==> src/rtl/sram_march_bist.sv <==
// March C- self-test engine driving a single-port SRAM; reports pass/fail,
// first failing address/element and a saturating mismatch count.
//
// state | meaning
// IDLE  | waiting for start after reset
// W0    | element E0, ascending write of all zeros
// RW    | elements E1..E4, read phase then write phase per address
// RD    | element E5, ascending read-only sweep
// DRAIN | no request; compares the last E5 read
// DONE  | results held until the next start
module sram_march_bist #(
  parameter int unsigned DATA_WIDTH   = 64,
  parameter int unsigned NUM_WORDS    = 1024,
  parameter bit          STOP_ON_FAIL = 1'b0
) (
  input  logic                         clk_i,
  input  logic                         rst_ni,
  input  logic                         start_i,
  output logic                         busy_o,
  output logic                         done_o,
  output logic                         fail_o,
  output logic [$clog2(NUM_WORDS)-1:0] fail_addr_o,
  output logic [2:0]                   fail_elem_o,
  output logic [15:0]                  err_count_o,
  output logic                         req_o,
  output logic                         we_o,
  output logic [$clog2(NUM_WORDS)-1:0] addr_o,
  output logic [DATA_WIDTH-1:0]        wdata_o,
  output logic [DATA_WIDTH/8-1:0]      be_o,
  input  logic [DATA_WIDTH-1:0]        rdata_i
);

  localparam int unsigned AW = $clog2(NUM_WORDS);
  localparam logic [AW-1:0] LAST_ADDR = AW'(NUM_WORDS - 1);

  localparam logic [2:0] S_IDLE  = 3'd0;
  localparam logic [2:0] S_W0    = 3'd1;
  localparam logic [2:0] S_RW    = 3'd2;
  localparam logic [2:0] S_RD    = 3'd3;
  localparam logic [2:0] S_DRAIN = 3'd4;
  localparam logic [2:0] S_DONE  = 3'd5;

  logic [2:0]            state_q, state_n;
  logic [2:0]            elem_q, elem_n;
  logic                  phase_q, phase_n;
  logic [AW-1:0]         addr_q, addr_n;

  logic                  cmp_valid_q;
  logic [AW-1:0]         cmp_addr_q;
  logic [2:0]            cmp_elem_q;

  logic                  down_dir;
  logic                  at_end;
  logic                  start_ok;
  logic                  in_test;
  logic                  in_test_n;
  logic                  mismatch;
  logic                  req_n;
  logic                  we_n;
  logic [DATA_WIDTH-1:0] exp_data;
  logic [DATA_WIDTH-1:0] pattern_n;

  assign down_dir = (elem_q == 3'd3) || (elem_q == 3'd4);
  assign at_end   = down_dir ? (addr_q == '0) : (addr_q == LAST_ADDR);
  assign start_ok = start_i && ((state_q == S_IDLE) || (state_q == S_DONE));
  assign in_test  = (state_q == S_W0) || (state_q == S_RW) ||
                    (state_q == S_RD) || (state_q == S_DRAIN);

  // Reads in E2 and E4 expect ones; every other read expects zeros.
  assign exp_data = ((cmp_elem_q == 3'd2) || (cmp_elem_q == 3'd4)) ?
                    {DATA_WIDTH{1'b1}} : '0;
  assign mismatch = cmp_valid_q && in_test && (rdata_i != exp_data);

  always_comb begin
    state_n = state_q;
    elem_n  = elem_q;
    phase_n = phase_q;
    addr_n  = addr_q;
    case (state_q)
      S_IDLE, S_DONE: begin
        if (start_ok) begin
          state_n = S_W0;
          elem_n  = 3'd0;
          phase_n = 1'b0;
          addr_n  = '0;
        end
      end
      S_W0: begin
        if (addr_q == LAST_ADDR) begin
          state_n = S_RW;
          elem_n  = 3'd1;
          phase_n = 1'b0;
          addr_n  = '0;
        end else begin
          addr_n = addr_q + AW'(1);
        end
      end
      S_RW: begin
        if (!phase_q) begin
          phase_n = 1'b1;
        end else begin
          phase_n = 1'b0;
          if (at_end) begin
            if (elem_q == 3'd4) begin
              state_n = S_RD;
              elem_n  = 3'd5;
              addr_n  = '0;
            end else begin
              elem_n = elem_q + 3'd1;
              addr_n = ((elem_q == 3'd2) || (elem_q == 3'd3)) ? LAST_ADDR : '0;
            end
          end else begin
            addr_n = down_dir ? (addr_q - AW'(1)) : (addr_q + AW'(1));
          end
        end
      end
      S_RD: begin
        if (addr_q == LAST_ADDR) begin
          state_n = S_DRAIN;
          addr_n  = '0;
        end else begin
          addr_n = addr_q + AW'(1);
        end
      end
      S_DRAIN: begin
        state_n = S_DONE;
      end
      default: begin
        state_n = S_IDLE;
        elem_n  = 3'd0;
        phase_n = 1'b0;
        addr_n  = '0;
      end
    endcase
    // Abort: the write already on the bus completes, nothing new is issued.
    if (STOP_ON_FAIL && mismatch) begin
      state_n = S_DONE;
      phase_n = 1'b0;
      addr_n  = '0;
    end
  end

  assign in_test_n = (state_n == S_W0) || (state_n == S_RW) ||
                     (state_n == S_RD) || (state_n == S_DRAIN);
  assign req_n     = (state_n == S_W0) || (state_n == S_RW) || (state_n == S_RD);
  assign we_n      = (state_n == S_W0) || ((state_n == S_RW) && phase_n);
  assign pattern_n = ((elem_n == 3'd1) || (elem_n == 3'd3)) ?
                     {DATA_WIDTH{1'b1}} : '0;

  always_ff @(posedge clk_i or negedge rst_ni) begin
    if (!rst_ni) begin
      state_q <= S_IDLE;
      elem_q  <= 3'd0;
      phase_q <= 1'b0;
      addr_q  <= '0;
    end else begin
      state_q <= state_n;
      elem_q  <= elem_n;
      phase_q <= phase_n;
      addr_q  <= addr_n;
    end
  end

  always_ff @(posedge clk_i or negedge rst_ni) begin
    if (!rst_ni) begin
      busy_o      <= 1'b0;
      done_o      <= 1'b0;
      req_o       <= 1'b0;
      we_o        <= 1'b0;
      addr_o      <= '0;
      wdata_o     <= '0;
      be_o        <= '0;
      cmp_valid_q <= 1'b0;
      cmp_addr_q  <= '0;
      cmp_elem_q  <= 3'd0;
    end else begin
      busy_o      <= in_test_n;
      done_o      <= (state_n == S_DONE);
      req_o       <= req_n;
      we_o        <= we_n;
      addr_o      <= req_n ? addr_n : '0;
      wdata_o     <= we_n ? pattern_n : '0;
      be_o        <= req_n ? '1 : '0;
      // A read on the bus this cycle returns data to compare next cycle.
      cmp_valid_q <= req_o && !we_o;
      cmp_addr_q  <= addr_o;
      cmp_elem_q  <= elem_q;
    end
  end

  always_ff @(posedge clk_i or negedge rst_ni) begin
    if (!rst_ni) begin
      fail_o      <= 1'b0;
      fail_addr_o <= '0;
      fail_elem_o <= 3'd0;
      err_count_o <= 16'd0;
    end else if (start_ok) begin
      fail_o      <= 1'b0;
      fail_addr_o <= '0;
      fail_elem_o <= 3'd0;
      err_count_o <= 16'd0;
    end else if (mismatch) begin
      if (err_count_o != 16'hFFFF) begin
        err_count_o <= err_count_o + 16'd1;
      end
      if (!fail_o) begin
        fail_o      <= 1'b1;
        fail_addr_o <= cmp_addr_q;
        fail_elem_o <= cmp_elem_q;
      end
    end
  end

endmodule

==> config.mk <==
export PLATFORM = sky130hd
export DESIGN_NAME = sram_march_bist
export DESIGN_NICKNAME = d
export VERILOG_FILES = /design/src/rtl/sram_march_bist.sv
export SDC_FILE = /design/constraint.sdc
export NUM_CORES = 1
export LEC_CHECK = 0
export BUFFER_PORTS_ARGS = -buffer_cell sky130_fd_sc_hd__buf_2
export CAP_MARGIN = 30
export CELL_PAD_IN_SITES_DETAIL_PLACEMENT = 1
export CELL_PAD_IN_SITES_GLOBAL_PLACEMENT = 1
export CORE_MARGIN = 3
export CORE_UTILIZATION = 40
export CTS_BUF_LIST = sky130_fd_sc_hd__clkbuf_4 sky130_fd_sc_hd__clkbuf_8 sky130_fd_sc_hd__clkbuf_16
export CTS_CLUSTER_SIZE = 14
export DETAILED_ROUTE_END_ITERATION = 12
export PLACE_DENSITY = 0.9
export SYNTH_ARGS = -nofsm -noshare
export SYNTH_HDL_FRONTEND = slang
export SYNTH_SLANG_ARGS = --single-unit
==> constraint.sdc <==
create_clock -name clk_i -period 6.1 [get_ports clk_i]
set_input_delay 0.61 -clock clk_i [delete_from_list [all_inputs] [get_ports clk_i]]
set_output_delay 0.61 -clock clk_i [all_outputs]
set_load 0.01 [all_outputs]
==> flow_summary_export.csv, run 1 <==
group,metric,value,unit
die,initial_utilization,0.415,
power,cellPowerDensity,196,nW/µm²
yosys,synthCells,558,
sta,hold_violations,0,
clocking,path_clk_slew,60,ps
sta,period_needed,3100,ps
place,io_buffers,182,
sta,clock_skew,5.43,ps
clocking,tritoncts,"done",
die,rows,40,
detailed_routing,drt-pass1-iter-count,5,
die,die_area,14000,µm²
clocking,cts_buffers,9,
detailed_routing,final_antenna_net_count,0,
global_routing,met2_usage,0.435,
yosys,synth_ff_type,"dfrtp_1",
power,p_total,1140,µW
yosys,synth_xor_xnor_area_share,0.00694,
detailed_routing,wl,17.1,mm
place,hpwl,12.1,mm
sta,tns,0,ps
sta,rsz0062_at_grt,"false",
critical_path,worstPathArrival,3320,ps
yosys,synth-edff-count,0,
yosys,ys_types,77,
yosys,synth_seq_cells,76,
cells_and_area,layout_commonest_cell,"buf_2",
global_routing,gr-usage-met3,0.0483,
yosys,synth_compound_area_frac,0.133,
power,p_leak,0.00276,µW
global_routing,grt_max_degree,77,
detailed_routing,vias_per_cell,5.86,
cells_and_area,fill_cells,1489,
sta,slew_headroom,0.387,
detailed_routing,drt-initial-drc-count,562,
critical_path,setup.worst_path.class,"register to register",
status,status,"finished, final reports clean",
cells_and_area,multiInputGateArea,2340,µm²
critical_path,rr_startpoint,"elem_q[0]$_DFF_PN0_",
clocking,cts_setup_buffers,0,
clocking,hold_buffers,0,
cells_and_area,final_cell_mix,"buf_2 (182), dfrtp_1 (76), nand2_1 (41), a21oi_1 (32), nand4_1 (32)",
clocking,clockBufferDepth,2,
critical_path,cp-startpoint,"elem_q[0]$_DFF_PN0_",
critical_path,critPathMaxFanout,14,
clocking,cts_resized,0,
sta,finalCritPeriodShare,0.508,
die,fp.dieH,118,µm
worst_hold_path,hp-class,"input port to async pin",
yosys,synth.area.mux_share,0.0446,
cells_and_area,layout-drive-gt1-share,0.351,
flow_run,max_cap_viol_count,0,
sta,final-setup-viol-count,0,
die,ios,183,
sta,max_freq,0.323,GHz
global_routing,grt_use_total,0.242,
cells_and_area,area_growth,15.9,%
die,core_area,12200,µm²
cells_and_area,finalNetCount,731,
global_routing,grt.busiest_layer,"met2",
global_routing,gr-usage-met1,0.279,
cells_and_area,area.sequential,1900,µm²
clocking,clock_sinks,76,
global_routing,grt_pass1_vias,5004,
clocking,clockRootBuffer,"clkbuf_16",
yosys,synth_simple_gate_area_frac,0.257,
yosys,synth_nets,633,
detailed_routing,drc,0,
yosys,synth_adder_area_share,0.0218,
yosys,ys_warn_count,0,
detailed_routing,vias,4862,
sta,timing.final.max_slew_violations,0,
clocking,clock_latency,330,ps
yosys,post_synth.cell_area_avg,9.04,µm²
critical_path,start_kind,"register",
sta,tightest_slew,920,ps
detailed_routing,wl_per_cell,20.6,µm
place,finalWeightedCongestion,0.909,
global_routing,grt.overflow.total,0,
clocking,h-tree-depth,3,
cells_and_area,antennaDiodeCount,0,
global_routing,grt_pass1_wl,27.3,mm
yosys,ys_seq_area_frac,0.377,
global_routing,antenna_found_initial,0,
critical_path,required,6320,ps
power,ir_worst_vdd,0.000125,V
die,die_x,118,µm
yosys,synth_top_family_by_area,"simple AND/OR/NAND/NOR gates",
yosys,syn_area,5050,µm²
critical_path,setup.worst_path.end_class,"register",
yosys,ys_async_sr_fraction,1.00,
[logic make-up after synthesis]
group           after synthesis
simple gates                217
buf+inv                     125
compound gates              105
flops                        76
mux                          22
fa+ha+maj                     9
xor+xnor                      4
[routing by layer]
metal,vias to the layer above,part of all wire
li1,2153,-
met1,2401,0.38
met2,244,0.52
met3,64,0.067
met4,0,0.038
met5,-,0
[state kept, by name (all words and copies together), names as in the netlist]
signal / cells
addr_o: 10
we_o: 1
elem_q: 3
wdata_o: 1
cmp_elem_q: 3
cmp_valid_q: 1
fail_elem_o: 3
err_count_o: 16
fail_addr_o: 10
state_q: 3
fail_o: 1
be_o: 1
busy_o: 1
addr_q: 10
phase_q: 1
done_o: 1
cmp_addr_q: 10
[critical path, stage by stage, from the launching register on]
cell	delay, ps
dfrtp_1	440
inv_1	130
ha_1	280
mux2i_2	570
nand4_1	340
nand2_2	370
a21oi_1	270
o32a_1	420
a21o_1	170
[where the power goes]
| group | internal (µW) | total (µW) | switching (µW) | leakage, µW |
|---|---|---|---|---|
| combinational | 20.1 | 46.4 | 26.3 | 0.00173 |
| sequential | 504 | 504 | 0 | 0.000869 |
| clock | 381 | 594 | 213 | 0.000158 |
| total | 905 | 1140 | 239 | 0.00276 |
[final timing paths]
kind                                               to  slack [ps]  cells after the start
setup / recovery                  addr_q[0]$_DFF_PN0_        3000                      8
hold / removal             err_count_o[9]$_DFFE_PN0P_         150                      2
setup reg to reg                  addr_q[0]$_DFF_PN0_        3000                      8
hold reg to reg               cmp_addr_q[2]$_DFF_PN0_         390                      0
max in group asynchronous  fail_addr_o[5]$_DFFE_PN0P_        5390                      3
min in group clk_i            cmp_addr_q[2]$_DFF_PN0_         390                      0
[synth_stat cells, types with 2 or more instances]
cell | instances | area, µm²
buf_4 | 79 | 593
dfrtp_1 | 76 | 1900
nand2_1 | 41 | 154
a21oi_1 | 32 | 160
nand4_1 | 32 | 200
o21ai_0 | 29 | 145
inv_1 | 25 | 93.8
nor4_1 | 21 | 131
mux2i_1 | 20 | 200
nand3_1 | 16 | 80.1
nor2_1 | 15 | 56.3
nor3_1 | 15 | 75.1
and3_1 | 11 | 68.8
or3_1 | 11 | 68.8
clkbuf_1 | 10 | 37.5
ha_1 | 8 | 100
nor2b_1 | 8 | 50.1
and2_1 | 7 | 43.8
buf_2 | 7 | 35.0
a31oi_1 | 5 | 31.3
nand2b_1 | 5 | 31.3
or3_2 | 5 | 37.5
a21o_1 | 4 | 30.0
nand4b_1 | 4 | 35.0
or4_1 | 4 | 30.0
a211oi_1 | 3 | 22.5
and4_1 | 3 | 26.3
o211ai_1 | 3 | 22.5
a22oi_1 | 2 | 15.0
buf_12 | 2 | 40.0
nor2_2 | 2 | 12.5
nor3b_1 | 2 | 15.0
o21ai_1 | 2 | 10.0
o221ai_1 | 2 | 17.5
o22ai_1 | 2 | 12.5
o31ai_1 | 2 | 15.0
xnor2_1 | 2 | 17.5
xor2_1 | 2 | 17.5
[through the flow]
stage                     cell area [µm²]  hold slack, ps  worst slack (ps)  utilization  cells
after CTS                            5820             392              3140        0.479    828
after global routing                 5850             151              2910        0.481    829
final                                5850             148              3000        0.481    829
after detailed placement             5490             362              2810        0.451    812
after floorplan                      5050             314              3810            -    558
after global placement               5490             356              2960        0.451    812
[area by class of cell]
class	instances	area share
Timing Repair Buffer	187	0.166
Multi-Input combinational cell	357	0.400
Inverter	25	0.0160
Sequential cell	76	0.325
Clock inverter	5	0.0143
Clock buffer	11	0.0432
Tap cell	168	0.0359
No activity file was read; power rests on OpenSTA's default activity.
==> inputs of run 2 (changes only) <==
--- a/config.mk
+++ b/config.mk
@@ -10,11 +10,11 @@
 export CELL_PAD_IN_SITES_DETAIL_PLACEMENT = 1
 export CELL_PAD_IN_SITES_GLOBAL_PLACEMENT = 1
 export CORE_MARGIN = 3
-export CORE_UTILIZATION = 40
+export CORE_UTILIZATION = 37
 export CTS_BUF_LIST = sky130_fd_sc_hd__clkbuf_4 sky130_fd_sc_hd__clkbuf_8 sky130_fd_sc_hd__clkbuf_16
 export CTS_CLUSTER_SIZE = 14
 export DETAILED_ROUTE_END_ITERATION = 12
-export PLACE_DENSITY = 0.9
+export PLACE_DENSITY = 0.84
 export SYNTH_ARGS = -nofsm -noshare
 export SYNTH_HDL_FRONTEND = slang
 export SYNTH_SLANG_ARGS = --single-unit
==> constraint.sdc (replaced) <==
create_clock -name clk_i -period 3.1 [get_ports clk_i]
set_input_delay 0.31 -clock clk_i [delete_from_list [all_inputs] [get_ports clk_i]]
set_output_delay 0.31 -clock clk_i [all_outputs]
set_load 0.01 [all_outputs]
==> flow_summary_export.csv, run 2 (same netlist as run 1, synthesis figures left out) <==
group,metric,value,unit
clocking,clock_latency,340,ps
global_routing,antenna_found_initial,0,
die,die_x,123,µm
power,ir_worst_vdd,0.000273,V
cells_and_area,layout-drive-gt1-share,0.359,
critical_path,critPathBufInv,1,
detailed_routing,top_layer_used,"met4",
cells_and_area,area_growth,16.5,%
global_routing,grt.overflow.total,0,
detailed_routing,met2_length,8.75,mm
clocking,clock_sinks,76,
power,cellPowerDensity,366,nW/µm²
detailed_routing,wl_met3,1.22,mm
die,die_area,15100,µm²
clocking,hold_buffers,0,
global_routing,grt_pass1_vias,4870,
sta,final-setup-viol-count,0,
critical_path,critPathMaxFanout,14,
cells_and_area,fin_area,5880,µm²
critical_path,worst_path_largest_cell_delay,450,ps
die,fp.dieH,123,µm
global_routing,grt_max_degree,65,
cells_and_area,final_cell_mix,"buf_2 (182), dfrtp_1 (76), nand2_1 (41), a21oi_1 (32), nand4_1 (32)",
detailed_routing,drt-initial-drc-count,451,
cells_and_area,top_register,"err_count_o",
critical_path,rr_worst_depth,8,
critical_path,setup.worst_path.end_class,"register",
sta,rsz0062_at_grt,"false",
sta,period_needed,2740,ps
sta,timing.final.max_slew_violations,0,
cells_and_area,layout_commonest_cell,"buf_2",
clocking,path_clk_slew,70,ps
cells_and_area,largest_register_ffs,16,
cells_and_area,fill_cells,1631,
critical_path,rrSetupSlack,360,ps
sta,setup_ws,355,ps
place,io_buffers,182,
sta,slew_headroom,0.409,
clocking,cts_buffers,9,
critical_path,start_kind,"register",
status,status,"finished, final reports clean",
clocking,tritoncts,"done",
detailed_routing,vias,4837,
critical_path,r2r-end,"addr_q[0]$_DFF_PN0_",
sta,finalCritPeriodShare,0.885,
detailed_routing,vias_per_cell,5.72,
detailed_routing,m1WireLength,6.69,mm
sta,holdWs,63.7,ps
clocking,h-tree-depth,3,
critical_path,crit_chain,"inv_1 > ha_1 > mux2_2 > nand4_1 > nand2_2 > a21oi_1 > o32a_1 > a21o_1",
detailed_routing,wl,17.1,mm
critical_path,crit_family,"compound AO/OA/AOI/OAI gates",
detailed_routing,drt-pass1-iter-count,5,
critical_path,required,3330,ps
sta,tns,0,ps
critical_path,rr_startpoint,"elem_q[0]$_DFF_PN0_",
detailed_routing,wl_per_cell,20.3,µm
global_routing,grt_use_total,0.221,
clocking,clockBufferDepth,2,
clocking,clockRootBuffer,"clkbuf_16",
critical_path,setup.worst_path.class,"register to register",
die,ios,183,
power,p_leak,0.00278,µW
die,initial_utilization,0.380,
detailed_routing,final_antenna_net_count,0,
clocking,cts_setup_buffers,0,
detailed_routing,drc,0,
place,dp_slack,551,ps
sta,max_freq,0.364,GHz
cells_and_area,antennaDiodeCount,0,
clocking,cts_resized,0,
flow_run,max_cap_viol_count,0,
sta,clock_skew,8.28,ps
cells_and_area,finalNetCount,739,
place,placed_cell_area,5580,µm²
sta,hold_violations,0,
sta,tightest_slew,887,ps
place,finalWeightedCongestion,0.941,
global_routing,grt_pass1_wl,26.1,mm
worst_hold_path,hp-class,"input port to async pin",
critical_path,worstPathArrival,2970,ps
die,core_area,13300,µm²
die,rows,42,
critical_path,cp_slowest_cell,"dfrtp_1",
place,hpwl,12.6,mm
==> run 2: changes by cell type in the layout (fill, tap and decap cells not counted) <==
cell and delta:
buf_4 +8, clkbuf_8 -2, clkinv_2 +2, buf_12 +1, buf_16 -1, bufinv_16 -1
clkinv_4 +1, clkinvlp_4 -1, inv_8 +1
==> run 2: per-stage QoR <==
| stage | power [µW] | cells | util |
|---|---|---|---|
| 6_report | 2150 | 845 | 0.442 |
| 5_1_grt | 2220 | 845 | 0.442 |
| 4_1_cts | 2170 | 845 | 0.442 |
| 3_5_place_dp | 1100 | 829 | 0.419 |
| 3_3_place_gp | 1100 | 829 | 0.419 |
| 2_1_floorplan | 1020 | 558 | - |
==> run 2: how the worst max path moves through the flow <==
stage                     depth (start not counted)            startpoint                          end
after floorplan                                   9   addr_q[0]$_DFF_PN0_          addr_o[4]$_DFF_PN0_
after global placement                            8   elem_q[0]$_DFF_PN0_          addr_q[0]$_DFF_PN0_
after detailed placement                          8   elem_q[0]$_DFF_PN0_          addr_q[0]$_DFF_PN0_
after CTS                                         8   elem_q[0]$_DFF_PN0_          addr_q[0]$_DFF_PN0_
after global routing                              6  state_q[0]$_DFF_PN0_  err_count_o[15]$_DFFE_PN0P_
final                                             8   elem_q[0]$_DFF_PN0_          addr_q[0]$_DFF_PN0_
==> run 2: power by group <==
group	internal, µW	switching (µW)
sequential	992	0
clock	629	441
combinational	37.9	54.3
==> run 2: final cells by class <==
cell class | count | area, µm² | share of cell area
clock inverter | 7 | 76.3 | 0.0130
clock buffer | 9 | 225 | 0.0383
timing repair buffer | 195 | 1020 | 0.174
tap | 176 | 220 | 0.0375
sequential | 76 | 1900 | 0.324
inverter | 25 | 93.8 | 0.0160
multi-input combinational | 357 | 2340 | 0.398
==> run 2: routing by layer <==
layer,global-route usage,vias to the layer above
met5,0,-
met4,0.0903,0
met2,0.394,257
met3,0.0382,46
li1,-,2160
met1,0.263,2374
